## config.mk

```make
export PLATFORM = sky130hd
export DESIGN_NAME = mem_1r1w_ctrl_flat
export DESIGN_NICKNAME = d
export VERILOG_FILES = /design/src/rtl/mem_1r1w_ctrl_pkg.sv /design/src/rtl/mem_1r1w_ctrl_if.sv /design/src/rtl/mem_1r1w_ctrl_rr_arb2.sv /design/src/rtl/mem_1r1w_ctrl.sv /design/src/flat_wrapper.sv
export SDC_FILE = /design/constraint.sdc
export NUM_CORES = 1
export LEC_CHECK = 0
export ABC_AREA = 1
export BUFFER_PORTS_ARGS = -buffer_cell sky130_fd_sc_hd__buf_2
export CAP_MARGIN = 20
export CORE_AREA = 2 2 116 118
export DETAILED_ROUTE_END_ITERATION = 8
export DIE_AREA = 0 0 118 120
export GPL_TIMING_DRIVEN = 0
export PLACE_DENSITY_LB_ADDON = 0.12
export SLEW_MARGIN = 10
export SYNTH_ARGS = -nofsm -noshare
export SYNTH_HDL_FRONTEND = slang
export SYNTH_SLANG_ARGS = --single-unit
```

## constraint.sdc

```tcl
create_clock -name clock -period 3.37 [get_ports clock]
set_clock_uncertainty 0.1 [all_clocks]
set_input_delay 0.337 -clock clock [delete_from_list [all_inputs] [get_ports clock]]
set_output_delay 0.337 -clock clock [all_outputs]
set_load 0.02 [all_outputs]
```

## src/rtl/mem_1r1w_ctrl_pkg.sv

```systemverilog
// Shared definitions for the 1R1W memory controller.
// Holds the controller state encoding, the default geometry constants and a
// range-check helper used by both the read and the write paths.
package mem_1r1w_ctrl_pkg;

  localparam int DEFAULT_DEPTH = 48;
  localparam int DEFAULT_WIDTH = 64;
  localparam int DEFAULT_AW    = 6;

  typedef enum logic {
    ST_INIT = 1'b0,
    ST_RUN  = 1'b1
  } state_t;

  // The address field can encode values beyond the last real word, so every
  // access is range-checked before it may reach the memory macro.
  function automatic logic addr_in_range(input int unsigned addr,
                                         input int unsigned depth);
    return addr < depth;
  endfunction

endpackage

```

## src/rtl/mem_1r1w_ctrl_if.sv

```systemverilog
// Client-side bus of the 1R1W memory controller.
//   rd_valid/rd_ready[1:0], rd_addr0/rd_addr1 : two read request clients
//   rsp_valid/rsp_id/rsp_data/rsp_err         : read response (no backpressure)
//   wr_valid/wr_ready/wr_addr/wr_data         : single write client
// master = the clients, slave = the controller.
interface mem_1r1w_ctrl_if
  import mem_1r1w_ctrl_pkg::*;
#(
  parameter int WIDTH = DEFAULT_WIDTH,
  parameter int AW    = DEFAULT_AW
);

  logic [1:0]       rd_valid;
  logic [1:0]       rd_ready;
  logic [AW-1:0]    rd_addr0;
  logic [AW-1:0]    rd_addr1;
  logic             rsp_valid;
  logic             rsp_id;
  logic [WIDTH-1:0] rsp_data;
  logic             rsp_err;
  logic             wr_valid;
  logic             wr_ready;
  logic [AW-1:0]    wr_addr;
  logic [WIDTH-1:0] wr_data;

  modport master (
    output rd_valid, rd_addr0, rd_addr1, wr_valid, wr_addr, wr_data,
    input  rd_ready, rsp_valid, rsp_id, rsp_data, rsp_err, wr_ready
  );

  modport slave (
    input  rd_valid, rd_addr0, rd_addr1, wr_valid, wr_addr, wr_data,
    output rd_ready, rsp_valid, rsp_id, rsp_data, rsp_err, wr_ready
  );

endinterface

```

## src/rtl/mem_1r1w_ctrl_rr_arb2.sv

```systemverilog
// Two-way round-robin arbiter.
//   clock, reset_n : clock and synchronous active-low reset
//   req[1:0]       : requests
//   grant[1:0]     : one-hot (or zero) grant, combinational from req/pointer
//   advance        : a grant was consumed; move the pointer past the winner
// After reset the pointer favours client 0.
module rr_arb2 (
  input  logic       clock,
  input  logic       reset_n,
  input  logic [1:0] req,
  output logic [1:0] grant,
  input  logic       advance
);

  // 0: client 0 wins a tie, 1: client 1 wins a tie.
  logic prio_q;

  always_comb begin
    // NOTE: combinational blocks use blocking '=' and assign every output a
    // default first, so no path can leave a value held (no latch inferred).
    grant = 2'b00;
    unique case (req)
      2'b01:   grant = 2'b01;
      2'b10:   grant = 2'b10;
      2'b11:   grant = prio_q ? 2'b10 : 2'b01;
      default: grant = 2'b00;
    endcase
  end

  // NOTE: sequential state is updated with non-blocking '<=' so every flop
  // samples the pre-edge values regardless of statement order.
  always_ff @(posedge clock) begin
    if (!reset_n) begin
      prio_q <= 1'b0;
    end else if (advance) begin
      // Whoever just won drops to lowest priority.
      prio_q <= grant[0];
    end
  end

endmodule

```

## src/rtl/mem_1r1w_ctrl.sv

```systemverilog
// Controller in front of a single-port-read / single-port-write memory macro.
//   clock, reset_n : sole clock (also clocks the macro) and sync active-low reset
//   bus            : client bus (two read clients, responses, one write client)
//   clear          : pulse in RUN restarts the zero-fill of all entries
//   init_done      : high while not zero-filling
//   R0_addr/R0_en/R0_data : macro read port, data returned one cycle after enable
//   W0_addr/W0_en/W0_data : macro write port
// After reset (or clear) the controller spends exactly DEPTH cycles writing
// zeros, then serves round-robin reads and unconditional writes.
module mem_1r1w_ctrl
  import mem_1r1w_ctrl_pkg::*;
#(
  parameter int DEPTH = DEFAULT_DEPTH,
  parameter int WIDTH = DEFAULT_WIDTH,
  parameter int AW    = DEFAULT_AW
) (
  input  logic                 clock,
  input  logic                 reset_n,
  mem_1r1w_ctrl_if.slave       bus,
  input  logic                 clear,
  output logic                 init_done,
  output logic [AW-1:0]        R0_addr,
  output logic                 R0_en,
  input  logic [WIDTH-1:0]     R0_data,
  output logic [AW-1:0]        W0_addr,
  output logic                 W0_en,
  output logic [WIDTH-1:0]     W0_data
);

  state_t        state_q, state_d;
  logic [AW-1:0] cnt_q, cnt_d;
  logic          in_run;

  logic [1:0]    rd_req, rd_grant;
  logic          rd_fire, rd_in_range;
  logic [AW-1:0] rd_addr;
  logic          wr_fire, wr_in_range;
  logic          byp_hit;

  logic             rsp_valid_q, rsp_id_q, rsp_err_q, byp_q;
  logic [WIDTH-1:0] byp_data_q;

  // ---------------- FSM: state register ----------------
  always_ff @(posedge clock) begin
    if (!reset_n) begin
      state_q <= ST_INIT;
      cnt_q   <= '0;
    end else begin
      state_q <= state_d;
      cnt_q   <= cnt_d;
    end
  end

  // ---------------- FSM: next state ----------------
  always_comb begin
    state_d = state_q;
    cnt_d   = cnt_q;
    unique case (state_q)
      ST_INIT: begin
        // clear is deliberately not looked at here: a fill in progress runs
        // to completion instead of restarting.
        if (cnt_q == AW'(DEPTH - 1)) begin
          state_d = ST_RUN;
          cnt_d   = '0;
        end else begin
          cnt_d = cnt_q + AW'(1);
        end
      end
      ST_RUN: begin
        if (clear) begin
          state_d = ST_INIT;
          cnt_d   = '0;
        end
      end
      default: begin
        state_d = ST_INIT;
        cnt_d   = '0;
      end
    endcase
  end

  // ---------------- Read arbitration ----------------
  assign in_run = (state_q == ST_RUN);
  assign rd_req = bus.rd_valid & {2{in_run}};

  rr_arb2 u_rr_arb2 (
    .clock   (clock),
    .reset_n (reset_n),
    .req     (rd_req),
    .grant   (rd_grant),
    .advance (rd_fire)
  );

  assign rd_fire     = |rd_grant;
  assign rd_addr     = rd_grant[1] ? bus.rd_addr1 : bus.rd_addr0;
  assign rd_in_range = addr_in_range(32'(rd_addr), DEPTH);
  assign wr_fire     = in_run && bus.wr_valid;
  assign wr_in_range = addr_in_range(32'(bus.wr_addr), DEPTH);

  // A read and a write to the same word in one cycle: the macro would return
  // the old contents, so the new write data is captured and returned instead.
  assign byp_hit = rd_fire && rd_in_range && wr_fire && wr_in_range &&
                   (bus.wr_addr == rd_addr);

  // ---------------- FSM: outputs ----------------
  always_comb begin
    bus.rd_ready = rd_grant;
    bus.wr_ready = in_run;
    init_done    = in_run;
    R0_en        = rd_fire && rd_in_range;
    R0_addr      = rd_addr;
    W0_en        = 1'b0;
    W0_addr      = bus.wr_addr;
    W0_data      = bus.wr_data;
    if (!in_run) begin
      W0_en   = 1'b1;
      W0_addr = cnt_q;
      W0_data = '0;
    end else begin
      // Out-of-range writes are accepted but never reach the macro.
      W0_en = wr_fire && wr_in_range;
    end
  end

  // ---------------- Response pipeline ----------------
  // Independent of the FSM state, so a read accepted in the same cycle as a
  // clear still gets its response; only reset discards it.
  always_ff @(posedge clock) begin
    if (!reset_n) begin
      rsp_valid_q <= 1'b0;
      rsp_id_q    <= 1'b0;
      rsp_err_q   <= 1'b0;
      byp_q       <= 1'b0;
    end else begin
      rsp_valid_q <= rd_fire;
      rsp_id_q    <= rd_grant[1];
      rsp_err_q   <= rd_fire && !rd_in_range;
      byp_q       <= byp_hit;
    end
  end

  // NOTE: pure datapath storage gets no reset; it is only ever read while its
  // qualifying flag (byp_q) is set, and that flag is reset.
  always_ff @(posedge clock) begin
    if (byp_hit) begin
      byp_data_q <= bus.wr_data;
    end
  end

  assign bus.rsp_valid = rsp_valid_q;
  assign bus.rsp_id    = rsp_id_q;
  assign bus.rsp_err   = rsp_err_q;
  assign bus.rsp_data  = (!rsp_valid_q || rsp_err_q) ? '0 :
                         byp_q ? byp_data_q : R0_data;

endmodule

```

## src/flat_wrapper.sv

```systemverilog
// flat-port wrapper written by rule: the top's interface ports become plain ports
module mem_1r1w_ctrl_flat import mem_1r1w_ctrl_pkg::*;
#(
  parameter int DEPTH = DEFAULT_DEPTH,
  parameter int WIDTH = DEFAULT_WIDTH,
  parameter int AW    = DEFAULT_AW
)
  (clock, reset_n, clear, init_done, R0_addr, R0_en, R0_data, W0_addr, W0_en, W0_data, bus_rd_valid, bus_rd_addr0, bus_rd_addr1, bus_wr_valid, bus_wr_addr, bus_wr_data, bus_rd_ready, bus_rsp_valid, bus_rsp_id, bus_rsp_data, bus_rsp_err, bus_wr_ready);
  mem_1r1w_ctrl_if #(.WIDTH(WIDTH), .AW(AW)) bus_i ();
  input  logic clock;
  input  logic reset_n;
  input  logic clear;
  output logic init_done;
  output logic [AW-1:0] R0_addr;
  output logic R0_en;
  input  logic [WIDTH-1:0] R0_data;
  output logic [AW-1:0] W0_addr;
  output logic W0_en;
  output logic [WIDTH-1:0] W0_data;
  input wire logic [$bits(bus_i.rd_valid)-1:0] bus_rd_valid;
  input wire logic [$bits(bus_i.rd_addr0)-1:0] bus_rd_addr0;
  input wire logic [$bits(bus_i.rd_addr1)-1:0] bus_rd_addr1;
  input wire logic [$bits(bus_i.wr_valid)-1:0] bus_wr_valid;
  input wire logic [$bits(bus_i.wr_addr)-1:0] bus_wr_addr;
  input wire logic [$bits(bus_i.wr_data)-1:0] bus_wr_data;
  output wire logic [$bits(bus_i.rd_ready)-1:0] bus_rd_ready;
  output wire logic [$bits(bus_i.rsp_valid)-1:0] bus_rsp_valid;
  output wire logic [$bits(bus_i.rsp_id)-1:0] bus_rsp_id;
  output wire logic [$bits(bus_i.rsp_data)-1:0] bus_rsp_data;
  output wire logic [$bits(bus_i.rsp_err)-1:0] bus_rsp_err;
  output wire logic [$bits(bus_i.wr_ready)-1:0] bus_wr_ready;
  assign bus_i.rd_valid = bus_rd_valid;
  assign bus_i.rd_addr0 = bus_rd_addr0;
  assign bus_i.rd_addr1 = bus_rd_addr1;
  assign bus_i.wr_valid = bus_wr_valid;
  assign bus_i.wr_addr = bus_wr_addr;
  assign bus_i.wr_data = bus_wr_data;
  assign bus_rd_ready = bus_i.rd_ready;
  assign bus_rsp_valid = bus_i.rsp_valid;
  assign bus_rsp_id = bus_i.rsp_id;
  assign bus_rsp_data = bus_i.rsp_data;
  assign bus_rsp_err = bus_i.rsp_err;
  assign bus_wr_ready = bus_i.wr_ready;
  mem_1r1w_ctrl #(.DEPTH(DEPTH), .WIDTH(WIDTH), .AW(AW)) u_core (.clock(clock), .reset_n(reset_n), .bus(bus_i), .clear(clear), .init_done(init_done), .R0_addr(R0_addr), .R0_en(R0_en), .R0_data(R0_data), .W0_addr(W0_addr), .W0_en(W0_en), .W0_data(W0_data));
endmodule
```

==> out/qor.csv <==
stage,metric,value,unit
route,wl_per_cell,13.46,um
setup_path,worstSetupStartpointType,register,
yosys,yosys.area_share.simple,26.98,%
yosys,yosysMostFrequentCell,nand2_1,
sta,worst_slew_pin_slew,0.8248,ns
cells_and_area,instances_no_fill,1059,
setup_path,path_buf_inv,5,
sta,fin_crit,2.613,ns
sta,fin_crit_sh,77.52,%
global_route,grt.total_usage,19.49,%
yosys,synth_largest_area_cell,edfxtp_1,
global_route,antenna_found_initial,0,
floorplanning,die_width,118,um
sta,rsz0062_at_grt,false,
clock_network,numClockSinks,76,
sta,fin_ws,0.7575,ns
yosys,synth-async-reset-ratio,0,%
clock_network,htree_levels,3,
yosys,synth-compound-area-share,9.843,%
sta,fmax,382.8,MHz
setup_path,critical_path_required,2.93,ns
run_status,outcome,"complete, no violations",
sta,whs,0.09706,ns
yosys,synth_top_flop_cell,edfxtp_1,
global_route,overflow,0,
cells_and_area,fin_nets,1031,
route,drt_iter0_markers,226,
floorplanning,io_pins,301,
clock_network,cts_max_path_buffers,2,
floorplanning,die_h,120,um
sta,setup_tns,0,ns
run,cap_viol_max_count,0,
power_and_ir_drop,p_leak,3.710,nW
cells_and_area,antenna_cells,0,
yosys,yosysSeqAreaShare,51.23,%
setup_path,path_common_cell,clkbuf_1,
placement,hpwl,10.96,mm
route,drt_wl_total,14.25,mm
cells_and_area,fillCellCount,1383,
route,num_vias,4601,
yosys,syn-num-nets,720,
placement,placed_cells,1043,
hold_path,hold_depth,1,
sta,hold_violations,0,
clock_network,clock_latency,0.33,ns
yosys,synthMuxAreaShare,0,%
placement,gp_congestion,0.8284,
global_route,grt_max_degree,65,
setup_path,cp_max_fo,10,
route,viasPerCell,4.345,
route,antenna_left,0,
yosys,synth.avg_cell_area,7.443,um^2
yosys,synth_top_area_share,45.54,%
sta,setup_viol,0,
cells_and_area,drive_gt1_share,37.60,%
floorplanning,dieArea,14160,um^2
setup_path,cp.depth,6,
floorplanning,coreArea,12980,um^2
clock_network,root_buffer,clkbuf_16,
placement,dp_slack,0.7445,ns
yosys,synth_fa_ha_area_share,0.2965,%
clock_network,post_cts_buffers,0,
setup_path,crit_chain,"buf_6, clkbuf_1, clkbuf_1, nand2_1, inv_1, buf_2",
route,drc,0,
floorplanning,initial_core_util,32.51,%
yosys,synth_common_cells,"nand2_1, inv_1, a21oi_1",
yosys,netlist_area,4220,um^2
sta,slew_headroom,45.01,%
global_route,grt_pass1_wl,21.69,mm
yosys,yosysUniqueCellTypes,24,
route,firstDrtPassIters,4,
setup_path,crit_path_top_delay_cell,clkbuf_1,
power_and_ir_drop,power.density,347.3,nW/um^2
yosys,ys_ff_latch,76,
yosys,synth.area.top_cells,"edfxtp_1, nand2_1, a21oi_1",
power_and_ir_drop,ir_worst_vdd,0.1696,mV
clock_network,cts_tree,yes,
setup_path,slowest_delay,0.50,ns
yosys,synthCells,567,
hold_path,hold_path.class,in2reg,
yosys,yosys_warnings,0,
yosys,synthXorXnorAreaFrac,0,%
yosys,synth_top_family_by_area,simple AND/OR/NAND/NOR gates,
clock_network,clk_pin_slew,0.06,ns
placement,port-buffer-count,300,
setup_path,end_kind,output pin,
yosys,synth-edff-count,64,
setup_path,worstPathArrival,2.18,ns
clock_network,hold_buffers,0,
setup_path,reg2reg_depth,12,
clock_network,postCtsResizedCells,0,
cells_and_area,area.growth.synth_to_final,48.03,%
setup_path,crit_type,reg2out,
setup_path,critPathTopFamily,buffers and inverters,
sta,slew_violations,0,
floorplanning,rows,42,
clock_network,cts_made_buffers,9,
cells_and_area,fin_area,6247,um^2
placement,postPlaceCellArea,5944,um^2
global_route,first_global_vias,4200,
[cells in the final DEF (no fill, tap or decap)]
cell,synthesis,final
a211oi_1,1,1
a21oi_1,69,69
a32oi_1,1,1
buf_2,0,300
buf_4,2,2
buf_6,2,2
bufinv_16,0,1
clkbuf_1,27,27
clkbuf_16,0,9
clkbuf_8,0,2
clkinv_1,1,1
clkinv_2,0,4
dfxtp_1,12,12
edfxtp_1,64,64
ha_1,1,1
inv_1,92,91
inv_2,1,1
inv_4,0,1
nand2_1,238,238
nand2_2,6,6
nand2_4,1,1
nand3_1,19,19
nand3_2,1,1
nand3b_1,3,3
nand4_1,1,1
nor2_1,11,11
nor2_2,1,1
nor3_1,3,3
o21ai_0,9,9
o21ai_2,1,1
[path summary, 6_finish.rpt]
check | from | to | slack [ns]
min reg2reg | u_core.cnt_q[2]$_SDFFE_PN0P_ | u_core.cnt_q[2]$_SDFFE_PN0P_ | 0.40
max | u_core.bus.wr_ready$_SDFF_PN0_ | W0_data[33] | 0.76
min | bus_wr_data[55] | u_core.byp_data_q[55]$_DFFE_PP_ | 0.1
max reg2reg | u_core.bus.wr_ready$_SDFF_PN0_ | u_core.byp_data_q[63]$_DFFE_PP_ | 0.76
[kinds of logic after synthesis]
family | Yosys count
AO/OA/AOI/OAI | 81
AND/OR/NAND/NOR | 284
adder cells (fa/ha/maj) | 1
flip-flops | 76
buffers and inverters | 125
[stage by stage]
stage / power [mW] / util, %
6_report: 2.170 / 48.13
5_1_grt: 2.260 / 48.13
4_1_cts: 2.197 / 48.13
3_5_place_dp: 1.215 / 45.80
3_3_place_gp: 1.214 / 45.78
2_1_floorplan: 1.096 / -
[flip-flops by register name, summed over array words and instances (netlist names)]
register and count:
u_core.u_rr_arb2.prio_q 1, u_core.bus.rsp_err 1, u_core.cnt_q 6, u_core.bus.wr_ready 1, u_core.byp_q 1, u_core.byp_data_q 64, u_core.bus.rsp_valid 1, u_core.bus.rsp_id 1
[layer usage]
metal	vias to the layer above	part of all wire, %	wire [um]	track usage [%]
li1	2396	-	-	-
met4	0	1.1	161	5.723
met3	13	6.1	875	3.897
met1	2033	43	6154	23.88
met2	159	50	7060	34.67
met5	-	0	0	0
[where the power goes]
| part | total, mW | leakage (nW) | internal, mW | switching (mW) |
|---|---|---|---|---|
| Combinational | 0.171 | 2.88 | 0.0879 | 0.0829 |
| Clock | 0.975 | 0.155 | 0.608 | 0.366 |
| Sequential | 1.02 | 0.672 | 1.02 | 0.00362 |
[layout make-up]
type | count | area [um^2] | area share, %
clock inverters | 5 | 50.05 | 0.8011
clock buffers | 11 | 252.7 | 4.046
multi-input cells | 366 | 1567 | 25.08
flip-flops and latches | 76 | 2162 | 34.61
repair buffers | 300 | 1501 | 24.03
well taps | 176 | 220.2 | 3.525
plain buffers | 31 | 138.9 | 2.223
inverters | 94 | 355.3 | 5.688
Note: power is estimated with default switching activity, not from simulation.
